===== config.mk =====
export PLATFORM = sky130hd
export DESIGN_NAME = tile_bist_driver
export DESIGN_NICKNAME = d
export VERILOG_FILES = /design/src/rtl/tile_bist_pkg.sv /design/src/rtl/tile_bist_misr16.sv /design/src/rtl/tile_bist_driver.sv
export SDC_FILE = /design/constraint.sdc
export NUM_CORES = 1
export LEC_CHECK = 0
export CORE_MARGIN = 5
export CORE_UTILIZATION = 43
export CTS_BUF_LIST = sky130_fd_sc_hd__clkbuf_8
export DETAILED_ROUTE_END_ITERATION = 12
export GPL_ROUTABILITY_DRIVEN = 0
export PLACE_DENSITY_LB_ADDON = 0.25
export REMOVE_ABC_BUFFERS = 1
export SLEW_MARGIN = 20
export SYNTH_ARGS = -nofsm -noshare
export SYNTH_HDL_FRONTEND = slang
export SYNTH_SLANG_ARGS = --single-unit

===== constraint.sdc =====
create_clock -name clk -period 1.99 [get_ports clk]
set_clock_uncertainty 0.15 [all_clocks]
set_input_delay 0.2985 -clock clk [delete_from_list [all_inputs] [get_ports clk]]
set_output_delay 0.2985 -clock clk [all_outputs]
set_load 0.03 [all_outputs]

===== src/rtl/tile_bist_pkg.sv =====
// Shared types, constants and step functions for the tile BIST driver.
// The LFSR and MISR update rules live here so the driver and the MISR agree.
package tile_bist_pkg;

    typedef enum logic [1:0] {
        ST_IDLE  = 2'd0,
        ST_DRIVE = 2'd1,
        ST_DONE  = 2'd2
    } bist_state_e;

    // Taps at bits 7,5,4,3 feed bit 0 after the left shift
    localparam logic [7:0]  LFSR_TAP_MASK     = 8'hB8;
    localparam logic [15:0] MISR_POLY         = 16'h1021;
    localparam logic [7:0]  DEFAULT_LFSR_SEED = 8'h01;
    localparam logic [15:0] DEFAULT_MISR_SEED = 16'hFFFF;

    function automatic logic [7:0] lfsr_step(input logic [7:0] cur);
        return {cur[6:0], ^(cur & LFSR_TAP_MASK)};
    endfunction

    function automatic logic [15:0] misr_step(input logic [15:0] sig, input logic [7:0] data);
        return {sig[14:0], 1'b0} ^ (sig[15] ? MISR_POLY : 16'h0000) ^ {8'h00, data};
    endfunction

endpackage


===== src/rtl/tile_bist_misr16.sv =====
// 16-bit multiple-input signature register compacting 8-bit tile responses.
// clear has priority over enable so a run always starts from the seed.
module misr16
    import tile_bist_pkg::*;
#(
    parameter logic [15:0] SEED = DEFAULT_MISR_SEED
) (
    input  logic        clk,
    input  logic        rst_n,
    input  logic        clear,
    input  logic        enable,
    input  logic [7:0]  data,
    output logic [15:0] sig
);

    logic [15:0] sig_r;

    // Signature register: seed on reset/clear, compact on enable
    always_ff @(posedge clk) begin
        if (!rst_n) begin
            sig_r <= SEED;
        end else if (clear) begin
            sig_r <= SEED;
        end else if (enable) begin
            sig_r <= misr_step(sig_r, data);
        end else begin
            sig_r <= sig_r;
        end
    end

    assign sig = sig_r;

endmodule


===== src/rtl/tile_bist_driver.sv =====
// Drives LFSR stimulus into a tile under test, holding each vector for
// SETTLE_CYCLES+1 cycles, and compacts the sampled responses into a MISR.
module tile_bist_driver
    import tile_bist_pkg::*;
#(
    parameter int          SETTLE_CYCLES = 2,
    parameter logic [7:0]  LFSR_SEED     = DEFAULT_LFSR_SEED,
    parameter logic [15:0] MISR_SEED     = DEFAULT_MISR_SEED
) (
    input  logic        clk,
    input  logic        rst_n,
    input  logic        start,
    input  logic [7:0]  num_vectors,
    output logic [7:0]  tile_ui_in,
    input  logic [7:0]  tile_uo_out,
    output logic        busy,
    output logic        done,
    output logic [15:0] signature
);

    localparam logic [3:0] SETTLE_LAST = SETTLE_CYCLES[3:0];

    bist_state_e state_r, state_s;
    logic [7:0]  lfsr_r, lfsr_s;
    logic [8:0]  remaining_r, remaining_s;
    logic [3:0]  settle_r, settle_s;
    logic [7:0]  tile_ui_in_r, tile_ui_in_s;
    logic        busy_r, busy_s;
    logic        done_r, done_s;
    logic        misr_clear_s;
    logic        misr_enable_s;

    // State, counters and registered outputs
    always_ff @(posedge clk) begin
        if (!rst_n) begin
            state_r      <= ST_IDLE;
            lfsr_r       <= LFSR_SEED;
            remaining_r  <= 9'd0;
            settle_r     <= 4'd0;
            tile_ui_in_r <= 8'h00;
            busy_r       <= 1'b0;
            done_r       <= 1'b0;
        end else begin
            state_r      <= state_s;
            lfsr_r       <= lfsr_s;
            remaining_r  <= remaining_s;
            settle_r     <= settle_s;
            tile_ui_in_r <= tile_ui_in_s;
            busy_r       <= busy_s;
            done_r       <= done_s;
        end
    end

    // Next-state logic; outputs are derived from the next state so they register in step
    always_comb begin
        state_s       = state_r;
        lfsr_s        = lfsr_r;
        remaining_s   = remaining_r;
        settle_s      = settle_r;
        misr_clear_s  = 1'b0;
        misr_enable_s = 1'b0;

        case (state_r)
            ST_IDLE: begin
                if (start) begin
                    state_s      = ST_DRIVE;
                    lfsr_s       = LFSR_SEED;
                    remaining_s  = (num_vectors == 8'h00) ? 9'd256 : {1'b0, num_vectors};
                    settle_s     = 4'd0;
                    misr_clear_s = 1'b1;
                end else begin
                    state_s = ST_IDLE;
                end
            end
            ST_DRIVE: begin
                if (settle_r == SETTLE_LAST) begin
                    settle_s      = 4'd0;
                    misr_enable_s = 1'b1;
                    lfsr_s        = lfsr_step(lfsr_r);
                    remaining_s   = remaining_r - 9'd1;
                    if (remaining_r == 9'd1) begin
                        state_s = ST_DONE;
                    end else begin
                        state_s = ST_DRIVE;
                    end
                end else begin
                    settle_s = settle_r + 4'd1;
                end
            end
            ST_DONE: begin
                state_s = ST_IDLE;
            end
            default: begin
                state_s = ST_IDLE;
            end
        endcase

        tile_ui_in_s = (state_s == ST_DRIVE) ? lfsr_s : 8'h00;
        busy_s       = (state_s != ST_IDLE);
        done_s       = (state_s == ST_DONE);
    end

    misr16 #(
        .SEED (MISR_SEED)
    ) u_misr (
        .clk    (clk),
        .rst_n  (rst_n),
        .clear  (misr_clear_s),
        .enable (misr_enable_s),
        .data   (tile_uo_out),
        .sig    (signature)
    );

    assign tile_ui_in = tile_ui_in_r;
    assign busy       = busy_r;
    assign done       = done_r;

endmodule


-- After elaboration in Yosys (flattened, before gate mapping)
Cells that the tools add are included.
- eq/ne operators: 7
- bitwise operators: 3
- reductions and logical operators: 9
- $add $sub $neg: 2
- multiplexer cells: 19
- operators with widths (cell ; number):
    9-bit 2-to-1 mux ; 3
    9-bit one-hot mux with 2 select lines ; 1
    8-bit 2-to-1 mux ; 2
    8-bit one-hot mux with 2 select lines ; 1
    16-bit bitwise XOR ; 1
    16-bit by 8-bit bitwise XOR with 16-bit output ; 1
    13-bit 2-to-1 mux ; 1
    9-bit by 1-bit equality test with 1-bit output (second input constant) ; 1
    9-bit by 1-bit subtractor with 9-bit output (second input constant) ; 1
    8-bit logical NOT ; 1
    4-bit 2-to-1 mux ; 2
    4-bit one-hot mux with 2 select lines ; 1
    8-bit parity ; 1
    1-bit 2-to-1 mux ; 5
    4-bit by 1-bit adder with 4-bit output (second input constant) ; 1
    2-bit by 1-bit equality test with 1-bit output (second input constant) ; 2
    4-bit by 2-bit equality test with 1-bit output (second input constant) ; 1
    2-bit 2-to-1 mux ; 2
    2-bit inequality test (second input constant) ; 2
    2-bit one-hot mux with 2 select lines ; 1
    2-bit AND reduction ; 2
    2-bit nonzero test ; 2
    3-bit AND reduction ; 1
    2-bit equality test (second input constant) ; 1
    3 further kinds ; 3
- word-level logic and storage cells: 48
- bits in registers: 49
- bits of input ports: 19
- output and inout bits: 26

-- Depth between registers and ports, before layout
Gate-level depths: netlist of the first run.
- depth after elaboration: 6
- mapped depth: 7

-- Cells and area by module
Synthesis of the first run repeated with hierarchy kept, for this count alone.
- cells, all modules: 228
- area total of the unflattened synthesis: 2127.0 um^2
- by module, submodules not included (module ; instances ; area an instance (um^2) ; cells each):
    tile_bist_driver ; 1 ; 1455.1 ; 165
    misr16 ; 1 ; 671.9 ; 63

-- Worst setup path before layout of the first run
Ideal clock, no wire load.
- path kind: register -> register
- start: register settle_r[0]
- end: register tile_ui_in_r[0] (netlist: tile_ui_in[0])
- data arrival time: 1.422 ns
- library setup time: 0.121 ns
- period minus slack after synthesis: 1.693 ns
- data required time: 1.719 ns
- cell stages (with the launch flop): 8
- slack: 0.297 ns
- cells stage by stage: dfxtp_1 inv_1 ha_1 or3b_4 nor2_8 a41o_2 buf_6 nor2_1
- longest elaborated chain between the ends: 5
- elaborated cells on any way between the ends: 7
- those cells by class: eq/ne: 2; mux: 4; reduce/logical: 1
- RTL lines (item ; RTL line ; RTL):
    from (decl) ; tile_bist_driver.sv:26 ; logic [3:0] settle_r, settle_s;
    from (signal assigned) ; tile_bist_driver.sv:47 ; settle_r <= settle_s;
    4-bit by 2-bit equality test with 1-bit output (*) ; tile_bist_driver.sv:76 ; if (settle_r == SETTLE_LAST) begin
    2-bit 2-to-1 mux ; tile_bist_driver.sv:76 ;
    2-bit one-hot mux with 2 select lines ; tile_bist_driver.sv:63 ; case (state_r)
    2-bit by 1-bit equality test with 1-bit output ; tile_bist_driver.sv:98 ; tile_ui_in_s = (state_s == ST_DRIVE) ? lfsr_s : 8'h00;
    2-bit AND reduction (no source line) ; - ;
    to (signal assigned) ; tile_bist_driver.sv:48 ; tile_ui_in_r <= tile_ui_in_s;
    to (decl) ; tile_bist_driver.sv:27 ; logic [7:0] tile_ui_in_r, tile_ui_in_s;
Mark *: on every way between the ends. The rest lies on a longest branch, timed or not.
A chain may end at the register's enable or synchronous reset.

-- Worst setup path after layout of the first run
Same ends and word-level chain as after synthesis.

==> results by group, run 1 <==
Clock tree
  • CTS max path bufs: 2
  • Worst skew pair latency: 310 ps
  • Root Driver: clkbuf_8
  • CTS tree: yes
  • Hold Buf Count CTS: 0
  • # resized after CTS: 0
  • Clock sink count: between 40 and 50
  • TritonCTS buffer count: 5
  • Clock slew at reported path FFs: ~90 ps
  • Setup Buffers After CTS: 0
  • Number of H-tree levels: 2

Die
  • Top Ports: 45
  • Die area: 6410 um2
  • Core area: between 4000 and 5000 um2
  • Die extent in x: between 80 and 90 um
  • Die Height: about 80 um
  • Starting density of the core: 0.4439
  • Rows: 25

Flow run
  • Max Cap Violations: 0

Drt
  • Residual DRC: 0
  • Antenna-violating nets left: 0
  • Top routing layer in use: met4
  • Routed met3 length: between 200 and 250 um
  • WL met2: approximately 2200 um
  • Post-Route WL: about 4600 um
  • DR vias/cell: 5.057
  • Wire length per cell: approximately 13 um
  • DRT Pass-1 Iters: 4
  • Met1 WL: 2119 um
  • Iter 0 DRT Violations: 80
  • Routed vias: ~1800

Timing
  • F_max: 544.7 MHz
  • Fin. max-slew vios: 0
  • Slew @ Worst Pin: 381.8 ps
  • Fin crit share: 0.9226
  • Slew HR: 0.7447
  • Worst hold slack: between 300 and 400 ps
  • Final worst path period need: approximately 1800 ps
  • Setup Viol. Count Final: 0
  • Count of final hold-check violations: 0
  • Setup_tns: 0 ps
  • RSZ-0062 raised after global routing: false

Yosys
  • Share of the synthesized area in the top cell type: 0.4647
  • Netlist cell types: 47
  • Synth top area cells: dfxtp_1, nand2_1, nor2_1, o211ai_1, xnor2_1
  • Mean area per synthesized cell: about 9 um2
  • Area leader, netlist: dfxtp_1
  • Count leader, synth: dfxtp_1
  • Post-Synthesis Cells: about 240
  • Synth async-reset ratio: 0
  • Most used DFF post-synth: dfxtp_1
  • Register area share after synthesis: 0.4647
  • Post-Syn Area: roughly 2100 um2
  • Flops & latches, synth: 49
  • Yosys warnings: 0
  • Post-synth EDFFs: 0
  • Synth top cells by count: dfxtp_1, nand2_1, nor2_1, o211ai_1

Layout
  • Share of layout cells above drive strength 1: 0.1158
  • Fin util: 0.5784
  • # nets final: between 300 and 400
  • Fillers: between 400 and 500
  • Area Overhead vs Synth: 30.29%
  • Non-Filler Instances: 352
  • Ant diodes: 0

Placement
  • Input/output buffers: 44
  • Dpl cells: 344
  • Post-DP HPWL: between 3000 and 4000 um

Hold path
  • Hold crit path type: reg2reg
  • Worst Hold Path Cells: 2
  • Worst Hold Launch: u_misr.sig[8]
  • Endpoint of the worst hold path: u_misr.sig[9]

Global routing
  • Largest net degree at the start of global routing: 26
  • Number of global-route vias before repair: 1733
  • GRT Util Overall: 0.1550
  • First-pass GRT wire length: around 8000 um
  • Remaining Overflow, GRT: 0
  • Initial antenna violation count: 0

Critical path
  • Reg2reg end: tile_ui_in[0]
  • FF-to-FF setup slack: around 150 ps
  • Worst-path fanout max: 9
  • CP Class: reg2reg
  • Reg-to-reg startpoint: settle_r[0]
  • Worst path arrival time: between 1500 and 2000 ps
  • CP Launch Type: register
  • CP endpoint kind: register
  • Reg2Reg Depth: 6
  • Crit path required time: just over 2000 ps

Power
  • Static Leakage: ~1.1 nW
  • Design Power: 1.923 mW
  • Power Dens Cells: between 600 and 700 nW/um2
  • Max IR drop VDD: roughly 360 uV

Run status
  • Status: finished clean
-- how the worst max path moves through the flow --
stage	endpoint	cells past startpoint	from	slack (ps)
5_1_grt	tile_ui_in[0]	6	settle_r[0]	9
3_3_place_gp	remaining_r[0]	6	start	120
4_1_cts	tile_ui_in[0]	6	settle_r[0]	120
3_5_place_dp	u_misr.sig[6]	5	rst_n	50
6_report	tile_ui_in[0]	6	settle_r[0]	150
2_1_floorplan	remaining_r[3]	6	settle_r[0]	100
-- placed cells by master, fill, tap and decap left out, types with 3 or more instances in the layout --
cell type	n
inv_1	5
nor4_1	3
nand3_1	10
a31oi_1	6
clkdlybuf4s50_1	44
a21oi_1	11
a22oi_1	7
buf_4	11
o211ai_1	13
nor2_1	28
nor3_1	5
dfxtp_1	49
clkbuf_8	6
xnor2_1	11
o21ai_0	5
nand2_1	31
ha_1	4
nor3b_1	3
-- critical path, cell delays in order (launching register included) --
cell	delay, ps
dfxtp_1	350
inv_1	80
ha_1	150
or3b_4	430
nor2_8	160
a41o_2	330
nor2_1	80
-- metal layers --
metal | vias to the layer above | track usage
met5 | - | 0
met4 | 0 | 0.04561
met3 | 4 | 0.04596
met2 | 35 | 0.2575
met1 | 816 | 0.1935
li1 | 925 | -
-- where the power goes --
part,internal (mW),switching [mW]
Combinational,0.131,0.143
Clock,0.289,0.334
Sequential,1.00,0.0226
Total,1.42,0.500
-- per-stage QoR --
stage / worst slack (ps) / cell area (um2)
floorplan: 101.7 / 2023
global placement: 117.6 / 2650
detailed placement: 52.81 / 2650
CTS: 117.1 / 2750
global route: 8.780 / 2750
finish: 154.1 / 2750
-- registers in the layout, indices dropped and copies added (netlist names) --
name         cells
busy             1
settle_r         4
remaining_r      9
u_misr.sig      16
lfsr_r           8
tile_ui_in       8
done             1
state_r          2
-- cells by family after synthesis --
family,Yosys count,share of synthesized area
XOR/XNOR,13,0.05394
AO/OA/AOI/OAI,56,0.1855
flip-flops,49,0.4647
AND/OR/NAND/NOR,93,0.2199
buffers and inverters,20,0.05216
adder cells (fa/ha/maj),4,0.02371
-- final cells by class --
cell class / instances / area [um2] / area share
multi-input combinational: 166 / 1020 / 0.3708
sequential: 49 / 980.9 / 0.3567
timing repair buffer: 56 / 543.0 / 0.1975
tap: 67 / 83.83 / 0.03048
clock buffer: 6 / 82.58 / 0.03003
inverter: 6 / 22.52 / 0.008189
clock inverter: 2 / 17.52 / 0.006369
Power figures use the tool's default switching activity.
==> run 2, diff against run 1 <==
--- a/config.mk
+++ b/config.mk
@@ -6,10 +6,11 @@
 export NUM_CORES = 1
 export LEC_CHECK = 0
 export CORE_MARGIN = 5
-export CORE_UTILIZATION = 43
+export CORE_UTILIZATION = 32
 export CTS_BUF_LIST = sky130_fd_sc_hd__clkbuf_8
 export DETAILED_ROUTE_END_ITERATION = 12
 export GPL_ROUTABILITY_DRIVEN = 0
+export GPL_TIMING_DRIVEN = 0
 export PLACE_DENSITY_LB_ADDON = 0.25
 export REMOVE_ABC_BUFFERS = 1
 export SLEW_MARGIN = 20
==> constraint.sdc (replaced) <==
create_clock -name clk -period 2 [get_ports clk]
set_clock_uncertainty 0.15 [all_clocks]
set_input_delay 0.3 -clock clk [delete_from_list [all_inputs] [get_ports clk]]
set_output_delay 0.3 -clock clk [all_outputs]
set_load 0.03 [all_outputs]
==> run 2 against run 1 <==
  * Clock-buffer cell count fell by 1
  * Total power is 0.36% lower
  * Cell count rose by 0.28%
  * Setup slack got worse by 84 ps
  * Combinational power fell by 8.0%
  * Via count decreased by 3.0%
  * Flip-flop and latch count is the same
  * Critical path depth unchanged
  * Sequential share of layout area is 0.27 points higher
  * First-iteration DRC count rose by 28%
  * Global-route usage fell by 4.0 points
  * Register-to-register slack worse by 80 ps
  * Critical path type unchanged
  * Critical endpoint is now remaining_r[6]
  * Largest power group unchanged
==> results by group, run 2 (same netlist as run 1, synthesis figures left out) <==
Run status
  • Status: finished clean (unchanged)

Placement
  • Area after DPL: 2560 um2 (was 2650 um2)
  • Input/output buffers: 44 (unchanged)
  • Pre-CTS WS: -668.7 ps (was 52.81 ps)
  • Post-DP HPWL: 3231 um (was 3333 um)
  • Dpl cells: 342 (was 344)

Drt
  • Routed vias: 1726 (was 1780)
  • Antenna-violating nets left: 0 (unchanged)
  • Iter 0 DRT Violations: 102 (was 80)
  • Post-Route WL: 4696 um (was 4579 um)
  • Residual DRC: 0 (unchanged)
  • DRT Pass-1 Iters: 4 (unchanged)
  • Wire length per cell: 13.30 um (was 13.01 um)
  • DR vias/cell: 4.890 (was 5.057)

Clock tree
  • Clock slew at reported path FFs: 110 ps (was 90 ps)
  • TritonCTS buffer count: 5 (unchanged)
  • Clock sink count: 49 (unchanged)
  • CTS max path bufs: 2 (unchanged)
  • Hold Buf Count CTS: 0 (unchanged)
  • CTS tree: yes (unchanged)
  • Number of H-tree levels: 2 (unchanged)
  • Worst skew pair latency: 310 ps (about the same)
  • Root Driver: clkbuf_8 (unchanged)

Die
  • Top Ports: 45 (unchanged)
  • Die Height: 91.22 um (was 80.06 um)
  • Die area: 8320 um2 (was 6410 um2)
  • Starting density of the core: 0.3305 (was 0.4439)
  • Rows: 29 (was 25)
  • Core area: 6386 um2 (was 4755 um2)
  • Die extent in x: 91.22 um (was 80.06 um)

Critical path
  • Worst path arrival time: 1980 ps (was 1880 ps)
  • Worst-path fanout max: 23 (was 9)
  • CP endpoint kind: register (unchanged)
  • CP Class: reg2reg (unchanged)
  • CP Launch Type: register (unchanged)
  • Crit path required time: 2050 ps (was 2040 ps)

Layout
  • Most frequent cells in the layout: dfxtp_1, clkdlybuf4s50_1, nand2_1 (unchanged)
  • Max reg flops: 16 (unchanged)
  • Ant diodes: 0 (unchanged)
  • Commonest non-fill, non-tap cell in the layout: dfxtp_1 (unchanged)
  • # nets final: 298 (was 307)
  • Share of layout cells above drive strength 1: 0.1014 (was 0.1158)
  • Non-Filler Instances: 353 (was 352)
  • Area Overhead vs Synth: 29.46% (was 30.29%)
  • Fin util: 0.4279 (was 0.5784)
  • Design Area, Final: 2733 um2 (was 2750 um2)

Timing
  • Fin crit share: 0.9650 (was 0.9226)
  • Count of final hold-check violations: 0 (unchanged)
  • RSZ-0062 raised after global routing: true (was false)
  • Slew HR: 0.5846 (was 0.7447)
  • Setup Viol. Count Final: 0 (unchanged)
  • Final worst path period need: 1930 ps (was 1836 ps)
  • F_max: 518.1 MHz (was 544.7 MHz)
  • Setup ws final: 69.93 ps (was 154.1 ps)
  • Fin. max-slew vios: 0 (unchanged)
  • Slew @ Worst Pin: 619.7 ps (was 381.8 ps)

Hold path
  • Hold crit path type: reg2reg (unchanged)

Global routing
  • Largest net degree at the start of global routing: 26 (unchanged)
  • Initial antenna violation count: 0 (unchanged)
  • First-pass GRT wire length: 7955 um (was 7866 um)
  • Number of global-route vias before repair: 1658 (was 1733)
  • GRT Util Overall: 0.1154 (was 0.1550)
  • Remaining Overflow, GRT: 0 (unchanged)

Power
  • Max IR drop VDD: 366.0 uV (was 358.3 uV)
  • Power Dens Cells: 701.3 nW/um2 (was 699.4 nW/um2)
  • Design Power: 1.917 mW (was 1.923 mW)
  • Static Leakage: 1.099 nW (was 1.136 nW)

Flow run
  • Max Cap Violations: 0 (unchanged)
run 2: cell count changes in the layout (fill, tap and decap cells not counted), sizes merged:
cell    previous run  this run
clkinv             1         0
buf               12         3
inv                7         9
clkbuf             6         5
run 2: worst paths after layout:
kind	startpoint	endpoint	slack (ps)	cells after the start
worst max-delay path	settle_r[0]	remaining_r[6]	70	6
worst max register to register	settle_r[0]	remaining_r[6]	70	6
worst min register to register	u_misr.sig[10]	u_misr.sig[11]	340	2
worst min-delay path	u_misr.sig[10]	u_misr.sig[11]	340	2
run 2: area by class of cell:
type	count	area, um2
fill	647	3654
multi-input combinational	166	1059
sequential	49	982.2
timing repair buffer	47	475.5
tap	77	96.34
clock buffer	5	68.82
clock inverter	3	28.78
inverter	6	22.52
run 2: what timing repair did:
item	CTS	global route
resized for setup	4	4
setup buffers	0	3
pin swaps	0	3
endpoints found under the setup margin	39	17
run 2: per-layer routing:
| layer | track usage | wire length [um] |
|---|---|---|
| met4 | 0.03667 | 70 |
| met3 | 0.03223 | 125 |
| met2 | 0.1857 | 2239 |
| met5 | 0 | 0 |
| met1 | 0.1494 | 2260 |
run 2: critical path, stage by stage, from the launching register on:
cell	delay [ps]
dfxtp_2	360
inv_1	60
ha_1	200
nor3b_2	190
a21oi_4	490
a21oi_1	100
o221a_2	280
run 2: stage by stage:
step                      hold slack, ps  TNS (ps)
after floorplan                    211.9         0
after global placement             319.5    -15220
after detailed placement           326.1    -15390
after CTS                          336.5         0
after global routing               371.9    -43.69
final                              337.8         0
run 2: power breakdown:
| part | leakage (nW) | total (mW) | internal [mW] | switching, mW |
|---|---|---|---|---|
| Clock | 0.0511 | 0.640 | 0.265 | 0.376 |
| Combinational | 0.650 | 0.252 | 0.111 | 0.141 |
| Sequential | 0.398 | 1.02 | 0.999 | 0.0242 |
